**config.mk**
```make
export PLATFORM = sky130hd
export DESIGN_NAME = sub_lookahead_pipe
export DESIGN_NICKNAME = d
export VERILOG_FILES = /design/src/rtl/sub_lookahead_pipe.sv
export SDC_FILE = /design/constraint.sdc
export NUM_CORES = 1
export LEC_CHECK = 0
export BUFFER_PORTS_ARGS = -buffer_cell sky130_fd_sc_hd__buf_2
export CORE_UTILIZATION = 47
export DETAILED_ROUTE_END_ITERATION = 8
export PLACE_DENSITY = 0.67
export SETUP_SLACK_MARGIN = 0.5
export SLEW_MARGIN = 20
export SYNTH_ARGS = -nofsm -noshare
export SYNTH_HDL_FRONTEND = slang
export SYNTH_SLANG_ARGS = --single-unit
export TNS_END_PERCENT = 5
```
**constraint.sdc**
```tcl
create_clock -name clk -period 4.4 [get_ports clk]
set_clock_uncertainty 0.15 [all_clocks]
set_input_delay 0.22 -clock clk [delete_from_list [all_inputs] [get_ports clk]]
set_output_delay 0.22 -clock clk [all_outputs]
set_load 0.005 [all_outputs]
```
**src/rtl/sub_lookahead_pipe.sv**
```systemverilog
// Pipelined A - B - bin subtractor: one SLICE-bit carry-lookahead slice per stage behind a raw
// input register, with valid/ready flow control and registered borrow/overflow/sign/zero flags.
module sub_lookahead_pipe #(
  parameter int unsigned WIDTH = 32,
  parameter int unsigned SLICE = 8
) (
  input  logic             clk,
  input  logic             rst_n,
  input  logic             i_in_valid,
  output logic             o_in_ready,
  input  logic [WIDTH-1:0] i_a,
  input  logic [WIDTH-1:0] i_b,
  input  logic             i_bin,
  output logic             o_out_valid,
  input  logic             i_out_ready,
  output logic [WIDTH-1:0] o_diff,
  output logic             o_bout,
  output logic             o_ovf,
  output logic             o_neg,
  output logic             o_zero
);

  localparam int unsigned STAGES = WIDTH / SLICE;

  // Returns {carry_out, sum}; every internal carry is a flat sum of products of G, P and cin.
  function automatic logic [SLICE:0] slice_add(input logic [SLICE-1:0] x,
                                               input logic [SLICE-1:0] y,
                                               input logic             cin);
    logic [SLICE-1:0] g;
    logic [SLICE-1:0] p;
    logic [SLICE:0]   c;
    logic             term;
    g    = x & y;
    p    = x ^ y;
    c    = '0;
    c[0] = cin;
    for (int i = 1; i <= int'(SLICE); i++) begin
      term = cin;
      for (int m = 0; m < i; m++) begin
        term = term & p[m];
      end
      c[i] = term;
      for (int j = 0; j < i; j++) begin
        term = g[j];
        for (int m = j + 1; m < i; m++) begin
          term = term & p[m];
        end
        c[i] = c[i] | term;
      end
    end
    return {c[SLICE], p ^ c[SLICE-1:0]};
  endfunction

  // Stage 0 holds the raw operands; stage s (s >= 1) holds slices 0..s-1 resolved.
  logic [STAGES:0]   r_valid;
  logic [STAGES:0]   w_adv;
  logic [STAGES:0]   w_load;
  logic              w_full;
  logic [WIDTH-1:0]  r_a   [STAGES];
  logic [WIDTH-1:0]  r_nb  [STAGES];
  logic [STAGES-1:0] r_c;
  logic [STAGES-1:0] r_sa;
  logic [STAGES-1:0] r_sb;
  logic [WIDTH-1:0]  r_res [STAGES+1];
  logic              r_bout;
  logic              r_ovf;
  logic              r_neg;
  logic              r_zero;
  logic [SLICE:0]    w_sl;
  logic [WIDTH-1:0]  w_res [STAGES+1];
  logic [STAGES:0]   w_cout;

  // A stage is blocked only when it and every stage after it are full and the sink is not ready.
  always_comb begin
    w_adv  = '0;
    w_full = 1'b1;
    for (int s = int'(STAGES); s >= 0; s--) begin
      w_adv[s] = r_valid[s] & ~(w_full & ~i_out_ready);
      w_full   = w_full & r_valid[s];
    end
  end

  assign o_in_ready = ~r_valid[0] | w_adv[0];
  assign w_load     = {w_adv[STAGES-1:0], i_in_valid & o_in_ready};

  always_comb begin
    w_sl      = '0;
    w_res[0]  = '0;
    w_cout    = '0;
    for (int s = 1; s <= int'(STAGES); s++) begin
      w_sl = slice_add(r_a[s-1][(s-1)*SLICE +: SLICE], r_nb[s-1][(s-1)*SLICE +: SLICE],
                       r_c[s-1]);
      w_res[s]                        = r_res[s-1];
      w_res[s][(s-1)*SLICE +: SLICE]  = w_sl[SLICE-1:0];
      w_cout[s]                       = w_sl[SLICE];
    end
  end

  always_ff @(posedge clk or negedge rst_n) begin
    if (!rst_n) begin
      r_valid <= '0;
      r_c     <= '0;
      r_sa    <= '0;
      r_sb    <= '0;
      for (int s = 0; s < int'(STAGES); s++) begin
        r_a[s]  <= '0;
        r_nb[s] <= '0;
      end
      for (int s = 0; s <= int'(STAGES); s++) begin
        r_res[s] <= '0;
      end
      r_bout <= 1'b0;
      r_ovf  <= 1'b0;
      r_neg  <= 1'b0;
      r_zero <= 1'b0;
    end else begin
      for (int s = 0; s <= int'(STAGES); s++) begin
        if (w_load[s]) begin
          r_valid[s] <= 1'b1;
        end else if (w_adv[s]) begin
          r_valid[s] <= 1'b0;
        end
      end
      if (w_load[0]) begin
        r_a[0]  <= i_a;
        r_nb[0] <= ~i_b;
        r_c[0]  <= ~i_bin;
        r_sa[0] <= i_a[WIDTH-1];
        r_sb[0] <= i_b[WIDTH-1];
      end
      for (int s = 1; s < int'(STAGES); s++) begin
        if (w_load[s]) begin
          r_a[s]   <= r_a[s-1];
          r_nb[s]  <= r_nb[s-1];
          r_c[s]   <= w_cout[s];
          r_sa[s]  <= r_sa[s-1];
          r_sb[s]  <= r_sb[s-1];
          r_res[s] <= w_res[s];
        end
      end
      if (w_load[STAGES]) begin
        r_res[STAGES] <= w_res[STAGES];
        r_bout        <= ~w_cout[STAGES];
        r_neg         <= w_res[STAGES][WIDTH-1];
        r_zero        <= (w_res[STAGES] == '0);
        r_ovf         <= (r_sa[STAGES-1] != r_sb[STAGES-1]) &&
                         (w_res[STAGES][WIDTH-1] != r_sa[STAGES-1]);
      end
    end
  end

  assign o_out_valid = r_valid[STAGES];
  assign o_diff      = r_res[STAGES];
  assign o_bout      = r_bout;
  assign o_ovf       = r_ovf;
  assign o_neg       = r_neg;
  assign o_zero      = r_zero;

endmodule

```
==> impl_metrics.toml, run 1 <==
[worst_setup_path]
critPathLaunchType = "input port"
cp_slowest_stage_delay_ps = 650
critPathRequiredTime_ps = 4650
cp-end-kind = "flip-flop"
worstRegToRegCells = 6
crit_arrival_ps = 2880
crit_family = "simple AND/OR/NAND/NOR gates"
path_cells = "dlygate4sd3_1 > buf_2 > nand2b_1 > nor2_1 > nand2_1 > nand2_2 > buf_4 > mux2_2"
path_max_fanout = 35
worst-path-buf-inv = 3
slowest_stage = "nand2_2"
criticalPathCategory = "in -> reg"
crit_cells = 8

[clock_tree]
cts_hold_buf = 68
h-tree-depth = 1
post_cts_resized = 0
cts-buffers-inserted = 27
clk_latency_ps = 510
clock_sinks = 256
clkTransAtPathRegs_ps = 60
clk_path_buf_depth = 3
cts_tree = "done"
post_cts_buffers = 0
cts-root-buf = "clkbuf_16"

[logic_synthesis]
seq_area_frac_synth_pct = 59.0
async_flop_share_pct = 100
synth_cell_type_count = 47
synth_cells = 800
netlist_area_um2 = 10900
synthFlopType = "dfrtp_1"
yosys_warnings = 24
syn_avg_cell_area_um2 = 13.6
ys_seq_elements = 256
syn_nets = 909
synth-edff-count = 0

[global_routing]
grt_max_degree = 138
grt_pass1_vias = 6456
grt_usage_pct = 17.1
grt_pass1_wl_um = 32800
grt_overflow_total = 0
antenna_found_initial = 0

[finish]
drive_gt1_share_pct = 37.2
final_common_cell = "dfrtp_1"
design_area_um2 = 13000
layout.nets = 1055
area_growth_pct = 19.2
fill_cells = 1867
antennaDiodeCount = 0
mostFrequentLayoutCells = "dfrtp_1, mux2_2, buf_2"

[job]
cap_violations = 0

[place]
portBuffers = 106
dpl_cell_area_um2 = 11400
routabilityCongestion = 0.757
place_hpwl_um = 12800

[routing]
drcViolationCount = 0
postRouteAntennaNets = 0
drtPass1Iterations = 4
drtIter0Drc = 179
vias = 6310
avgRoutedWirePerCell_um = 15.5
avgViaCountPerCell = 5.04
routed_wirelength_um = 19400

[power_and_ir_drop]
leakagePower_nw = 5.89
ir_worst_vdd_mv = 0.297
power_density_nw_per_um2 = 641
totalPowerFinal_mw = 8.30

[floorplanning]
die_h_um = 154
std_cell_rows = 55
die-area_um2 = 23700
core_um2 = 22600
die_width_um = 154
start_util_pct = 48.0
io_pins = 107

[run_status]
outcome = "complete, no violations"

[sta]
max_freq_mhz = 380
setup_viol = 0
slew_violations = 0
hold_viol_final = 0
period_minus_slack_ps = 2630
rsz0062_at_grt = "false"
relSlewSlack_pct = 31.6
fin_crit_sh_pct = 59.9
tns_ps = 0
tightest_slew_ps = 1030

[hold_path]
hold_path_class = "in -> async"
[kinds of logic (layout without fill, tap and decap cells)]
kind of cell | Yosys count | count (layout) | share of synthesized area, %
compound gates | 101 | 101 | 5.54
xor+xnor | 20 | 20 | 1.61
fa+ha+maj | 40 | 40 | 4.88
buf+inv | 69 | 235 | 4.21
flops | 256 | 256 | 59.0
mux | 187 | 187 | 19.4
simple gates | 127 | 127 | 5.42
[stage by stage]
step	hold WS [ps]	worst slack (ps)	util, %	std cells
final	35.5	1770	57.2	1251
after global routing	52.8	1570	57.2	1251
after CTS	249	1800	57.1	1250
after detailed placement	266	1810	50.3	1133
after global placement	264	1850	50.3	1133
after floorplan	-226	2080	-	800
[Yosys cell counts, types with 6 or more instances]
library cell / number / area, um2
nor2_1: 6 / 22.5
nand2_1: 75 / 282
nor3_1: 9 / 45.0
ha_1: 36 / 450
mux2_2: 187 / 2110
dfrtp_1: 256 / 6410
buf_4: 43 / 323
xnor2_1: 15 / 131
a21oi_1: 13 / 65.1
buf_2: 14 / 70.1
nand3_1: 6 / 30.0
o21a_1: 6 / 45.0
o21ai_0: 56 / 280
nand2b_1: 8 / 50.1
[path summary, 6_finish.rpt]
kind,startpoint,to,slack [ps]
max,i_out_ready,r_res[64],1770
min reg2reg,r_res[77],r_res[77],320
min in group clk,i_b[10],r_nb[106],270
max reg2reg,r_valid[4],r_res[64],1890
max in group asynchronous,rst_n,r_nb[120],2850
min,rst_n,r_a[97],40
[power by group]
| part | total, mW | internal, mW | leakage, nW | switching [mW] |
|---|---|---|---|---|
| logic | 2.49 | 1.35 | 2.40 | 1.14 |
| clock network | 2.13 | 1.24 | 0.427 | 0.887 |
| registers | 3.68 | 3.17 | 3.06 | 0.512 |
[final cells by class]
| cell class | instances | area [um2] | area share [%] |
|---|---|---|---|
| inverters | 5 | 18.8 | 0.145 |
| clock inverters | 11 | 61.3 | 0.473 |
| clock buffers | 38 | 787 | 6.07 |
| repair buffers | 181 | 1310 | 10.1 |
| multi-input cells | 475 | 4020 | 31.0 |
| well taps | 285 | 357 | 2.75 |
| flip-flops and latches | 256 | 6410 | 49.4 |
[registers in the layout (all words and copies together), names as in the netlist]
register,count
o_zero,1
r_c,4
r_a,80
r_sb,4
r_nb,80
o_bout,1
r_valid,5
o_diff,32
o_ovf,1
r_res,48
[routing by layer]
metal  routed length (um)  part of all wire [%]  vias to the layer above  global-route usage (%)
met4                  405                   2.1                        0                    4.76
met1                 9190                    47                     3114                    24.0
met2                 9170                    47                       93                    27.6
met5                    0                     0                        -                       0
met3                  656                   3.4                       24                    2.59
li1                     -                     -                     3079                       -
Note: power is estimated with default switching activity, not from simulation.
==> inputs of run 2 (changes only) <==
--- a/config.mk
+++ b/config.mk
@@ -5,6 +5,7 @@
 export SDC_FILE = /design/constraint.sdc
 export NUM_CORES = 1
 export LEC_CHECK = 0
+export ABC_AREA = 1
 export BUFFER_PORTS_ARGS = -buffer_cell sky130_fd_sc_hd__buf_2
 export CORE_UTILIZATION = 47
 export DETAILED_ROUTE_END_ITERATION = 8
==> constraint.sdc (replaced) <==
create_clock -name clk -period 2.6 [get_ports clk]
set_clock_uncertainty 0.15 [all_clocks]
set_input_delay 0.13 -clock clk [delete_from_list [all_inputs] [get_ports clk]]
set_output_delay 0.13 -clock clk [all_outputs]
set_load 0.005 [all_outputs]
==> impl_metrics.toml, run 2 <==
[clock_tree]
cts-buffers-inserted = 27
cts_tree = "done"
cts-root-buf = "clkbuf_16"
clock_sinks = 256
clk_latency_ps = 520
h-tree-depth = 1
clkTransAtPathRegs_ps = 60
clk_path_buf_depth = 3

[worst_setup_path]
reg2reg_from = "r_a[72]"
path_max_fanout = 2
worstRegToRegCells = 14
criticalPathCategory = "reg -> reg"
critPathLaunchType = "flip-flop"
setup.worst_path.start = "r_a[72]"
reg2reg_to = "r_res[75]"
crit_arrival_ps = 2450
r2r_slack_ps = 410
critPathRequiredTime_ps = 2860
cp-end-kind = "flip-flop"

[logic_synthesis]
yosysTopAreaCell = "dfrtp_1"
async_flop_share_pct = 100
synth_cells = 1204
netlist_area_um2 = 11000
synth_cell_type_count = 37
netlist.area_leader.share_pct = 58.2
yosys_warnings = 24
syn_nets = 1313
synthFlopType = "dfrtp_1"
syn_avg_cell_area_um2 = 9.14
yosysMostFrequentCell = "nand2_1"
seq_area_frac_synth_pct = 58.2
ys_seq_elements = 256
netlist_top_cells_count = "nand2_1, dfrtp_1, o21ai_0, inv_1, buf_4"
synth-edff-count = 0
synth.area.top_cells = "dfrtp_1, nand2_1, o21ai_0, ha_1, inv_1"

[floorplanning]
die-area_um2 = 24000
core_um2 = 22800
std_cell_rows = 55
die_width_um = 155
io_pins = 107
die_h_um = 155
start_util_pct = 48.3

[routing]
routed_wirelength_um = 22700
avgViaCountPerCell = 4.76
postRouteAntennaNets = 0
vias = 8051
drtIter0Drc = 461
avgRoutedWirePerCell_um = 13.4
drtPass1Iterations = 5
drcViolationCount = 0

[finish]
final_common_cell = "nand2_1"
area_growth_pct = 21.9
layout.nets = 1472
mostFrequentLayoutCells = "nand2_1, dfrtp_1, o21ai_0"
antennaDiodeCount = 0
drive_gt1_share_pct = 16.9
reg_top3 = "r_a: 80 flops, r_nb: 80 flops, r_res: 48 flops"
design_area_um2 = 13400

[sta]
tightest_slew_ps = 518
slew_violations = 0
fin_crit_sh_pct = 84.4
setup_viol = 0
hold_viol_final = 0
tns_ps = 0
rsz0062_at_grt = "true"
max_freq_mhz = 456
relSlewSlack_pct = 65.5
period_minus_slack_ps = 2190
hold_ws_ps = 23.3

[place]
place_hpwl_um = 14600
routabilityCongestion = 0.784
portBuffers = 106
dpl_cell_area_um2 = 11600

[power_and_ir_drop]
ir_worst_vdd_mv = 0.496
power_frac_comb_pct = 29.9
pwr-share-clk_pct = 26.6
switchingPower_mw = 4.70
sw_frac_of_total_pct = 33.4
internal_power_mw = 9.37
power_density_nw_per_um2 = 1050
leakagePower_nw = 6.85
p_seq_share_pct = 43.5

[global_routing]
grt_util_met2_pct = 30.8
busiest_layer = "met2"
grt_pass1_wl_um = 38600
grt_max_degree = 90
grtUsageMet1_pct = 29.1
grt_pass1_vias = 7789
grt_usage_pct = 19.8
antenna_found_initial = 0
grt.met3_usage_pct = 2.81
grt_overflow_total = 0

[job]
cap_violations = 0

[hold_path]
hold_path_class = "in -> async"

[run_status]
outcome = "complete, no violations"
## run 2: cells by family (layout without fill, tap and decap cells)
group	count (synthesis)	after routing	share of synthesized area (%)
simple gates	527	527	19.2
flops	256	256	58.2
fa+ha+maj	40	40	4.82
compound gates	186	186	8.83
xor+xnor	11	11	0.876
buf+inv	184	360	8.02
## run 2: worst max-delay path: stages (launching register included)
cell	delay, ps
dfrtp_1	380
ha_1	290
ha_2	160
nand2_1	50
nand3b_1	100
nand2_1	90
nand2_2	90
nand2_2	60
buf_4	120
buf_4	120
buf_4	120
buf_4	110
buf_4	130
nand2_2	50
o21ai_1	60
## run 2: how the worst max path moves through the flow
stage	end	slack [ps]	depth (start not counted)
after floorplan	r_res[79]	570	17
after global placement	r_res[79]	470	17
after detailed placement	r_res[103]	410	14
after CTS	r_res[79]	440	17
after global routing	r_res[79]	230	17
final	r_res[75]	410	14
## run 2: cell type report
cell class / count / area [um2]
clock buffer: 40 / 825
fill: 1990 / 9370
multi-input combinational: 764 / 3770
tap: 313 / 392
sequential: 256 / 6410
inverter: 101 / 382
timing repair buffer: 213 / 1580
clock inverter: 6 / 57.6
## run 2: stage by stage
step                      utilization [%]  power, mW  cells  setup WS [ps]
final                                58.9       14.1   1693            406
after global placement               50.9       9.88   1555            470
after floorplan                         -       9.02   1204            574
after global routing                 58.9       15.2   1693            232
after detailed placement             50.9       10.0   1555            405
after CTS                            58.5       14.1   1689            435
## run 2: layer usage
layer,share of wire (%),routed length [um]
met1,49,11200
met2,45,10200
met3,4.3,965
met4,1.6,357
met5,0,0
## run 2: timing repair
| action | 4_1_cts | 5_1_grt |
|---|---|---|
| pin swaps | 9 | 14 |
| hold buffers | 69 | 0 |
| endpoints found under the hold margin | 324 | 0 |
| setup endpoints to repair | 12 | 76 |
| buffers inserted | 19 | 4 |
| resized for setup | 2 | 18 |
## run 2: power groups by stage
stage | Clock (mW) | Sequential [mW] | Combinational [mW]
floorplan | 0 | 5.94 | 3.07
global placement | 0 | 6.15 | 3.73
detailed placement | 0 | 6.21 | 3.84
CTS | 3.83 | 6.12 | 4.13
global route | 4.02 | 6.27 | 4.89
finish | 3.74 | 6.12 | 4.21
==> inputs of run 3 (changes only) <==
--- a/config.mk
+++ b/config.mk
@@ -9,7 +9,7 @@
 export BUFFER_PORTS_ARGS = -buffer_cell sky130_fd_sc_hd__buf_2
 export CORE_UTILIZATION = 47
 export DETAILED_ROUTE_END_ITERATION = 8
-export PLACE_DENSITY = 0.67
+export PLACE_DENSITY = 0.69
 export SETUP_SLACK_MARGIN = 0.5
 export SLEW_MARGIN = 20
 export SYNTH_ARGS = -nofsm -noshare
==> constraint.sdc (replaced) <==
create_clock -name clk -period 2 [get_ports clk]
set_clock_uncertainty 0.15 [all_clocks]
set_input_delay 0.1 -clock clk [delete_from_list [all_inputs] [get_ports clk]]
set_output_delay 0.1 -clock clk [all_outputs]
set_load 0.005 [all_outputs]
==> impl_metrics.toml, run 3 (synthesis gave the netlist of run 2 again) <==
[run_status]
outcome = "finished with violations"
violations = "negative hold slack, negative setup slack"

[clock_tree]
cts_tree = "done"
h-tree-depth = 1
cts-root-buf = "clkbuf_16"
clkTransAtPathRegs_ps = 60
cts-buffers-inserted = 26
clk_path_buf_depth = 3
clk_latency_ps = 530
clock_sinks = 256

[finish]
multiInputGateArea_um2 = 4260
reg_top3 = "r_a: 80 flops, r_nb: 80 flops, r_res: 48 flops"
fill_cells = 1830
layout.nets = 1499
antennaDiodeCount = 0
drive_gt1_share_pct = 26.3
mostFrequentLayoutCells = "nand2_1, dfrtp_1, o21ai_0"
area_growth_pct = 29.3
instances_no_fill = 1720
seq_area_um2 = 6410
final_common_cell = "nand2_1"

[sta]
hold_ws_ps = -3.30
fin_crit_sh_pct = 110
tightest_slew_ps = 521
setup_viol = 19
period_minus_slack_ps = 2200
slew_violations = 0
max_freq_mhz = 454
rsz0062_at_grt = "true"
relSlewSlack_pct = 65.2
hold_viol_final = 1
worst_slack_ps = -202
tns_ps = -1730

[floorplanning]
io_pins = 107
core_um2 = 22800
std_cell_rows = 55
die_h_um = 155
die-area_um2 = 24000
start_util_pct = 48.3
die_width_um = 155

[global_routing]
grt_overflow_total = 0
grt_pass1_vias = 8084
grt_pass1_wl_um = 39700
grt_usage_pct = 20.4
grt_max_degree = 65
antenna_found_initial = 0

[power_and_ir_drop]
ir_worst_vdd_mv = 0.730
power_density_nw_per_um2 = 1350
leakagePower_nw = 7.18

[worst_setup_path]
critPathRequiredTime_ps = 2260
crit_cells = 17
critPathLaunchType = "flip-flop"
setup.worst_path.start = "r_nb[72]"
worst-path-buf-inv = 0
crit_family = "simple AND/OR/NAND/NOR gates"
cp-end-kind = "flip-flop"
path_max_fanout = 2
crit_arrival_ps = 2460
slowest_stage = "dfrtp_1"
crit_path_end = "r_res[79]"
reg2reg_from = "r_nb[72]"
worstRegToRegCells = 17
path_common_cell = "nand2_2"
criticalPathCategory = "reg -> reg"
r2r_slack_ps = -200
cp_slowest_stage_delay_ps = 410
path_cells = "ha_4 > ha_4 > nand2_2 > nand3b_1 > nand2_2 > nand2_2 > nand2_2 > nand2_2 > nand2_2 > nand2_2 > nand2_2 > nand2_2 > nand2_2 > nand2_2 > nand2_2 > nand3_1 > nand2_1"
reg2reg_to = "r_res[79]"

[hold_path]
hold_path_class = "in -> reg"

[job]
cap_violations = 0

[place]
placedCellCount = 1575
portBuffers = 106
place_hpwl_um = 14700
routabilityCongestion = 0.795

[routing]
postRouteAntennaNets = 0
avgViaCountPerCell = 4.79
drtPass1Iterations = 4
vias = 8238
drcViolationCount = 0
drtIter0Drc = 531
routed_wirelength_um = 23900
avgRoutedWirePerCell_um = 13.9
-- run 3: cell types whose count changed in the layout (fill, tap and decap cells not counted), moves of 5 or more --
cell	previous run	this run
buf_12	5	10
buf_4	34	44
buf_6	0	9
clkbuf_8	10	4
nand2_1	428	346
nand2_2	16	78
nand2_4	2	21
nand3_1	21	16
o21ai_0	159	124
o21ai_1	11	32
o21ai_2	6	20
-- run 3: timing repair --
| action | 4_1_cts | 5_1_grt |
|---|---|---|
| pin swaps | 104 | 68 |
| endpoints found under the hold margin | 326 | 0 |
| resized for setup | 124 | 91 |
| setup endpoints to repair | 187 | 276 |
| buffers inserted | 22 | 8 |
| cloned | 0 | 0 |
| hold buffers | 70 | 0 |
-- run 3: how the worst min path moves through the flow --
stage | from | end | slack, ps | cells after the start
detailed placement | rst_n | r_nb[100] | -120 | 1
finish | i_out_ready | r_valid[2] | -3 | 8
global placement | rst_n | r_a[100] | -120 | 1
CTS | i_out_ready | r_valid[2] | -20 | 8
global route | i_out_ready | r_valid[2] | 40 | 8
floorplan | rst_n | o_bout | -350 | 0
-- run 3: cell type report --
cell class,instances,share of cell area [%]
flip-flops and latches,256,45.0
multi-input cells,764,30.0
repair buffers,241,13.7
clock buffers,37,5.29
inverters,101,2.81
well taps,313,2.75
clock inverters,8,0.484
-- run 3: worst reg2reg max path, cell delays in order (launching register included) --
cell      delay [ps]
dfrtp_1          410
ha_4             290
ha_4             120
nand2_2           40
nand3b_1         130
nand2_2           90
nand2_2          100
nand2_2           70
nand2_2          100
nand2_2           80
nand2_2           80
nand2_2           60
nand2_2           90
nand2_2           60
nand2_2           60
nand2_2           50
nand3_1           60
nand2_1           50
-- run 3: where the power goes --
group | leakage (nW) | internal, mW | switching, mW
Combinational | 3.58 | 2.90 | 3.71
Clock | 0.410 | 2.73 | 1.92
Sequential | 3.19 | 6.97 | 1.03
Total | 7.18 | 12.6 | 6.66
-- run 3: per-stage QoR --
step	total power [mW]	util [%]	instance area (um2)	setup WS [ps]
final	19.3	62.5	14200	-202
after detailed placement	13.4	52.1	11900	-150
after floorplan	11.8	-	11000	-15.6
after CTS	18.7	60.9	13900	-157
after global routing	20.7	62.5	14200	-323
after global placement	13.2	52.1	11900	-79.2
-- run 3: per-layer routing --
layer  global-route usage [%]  vias to the layer above  wire [um]
li1                         -                     4146          -
met4                     5.19                        0        421
met2                     32.8                      170      10900
met5                        0                        -          0
met3                     2.79                       32        925
met1                     29.2                     3890      11600
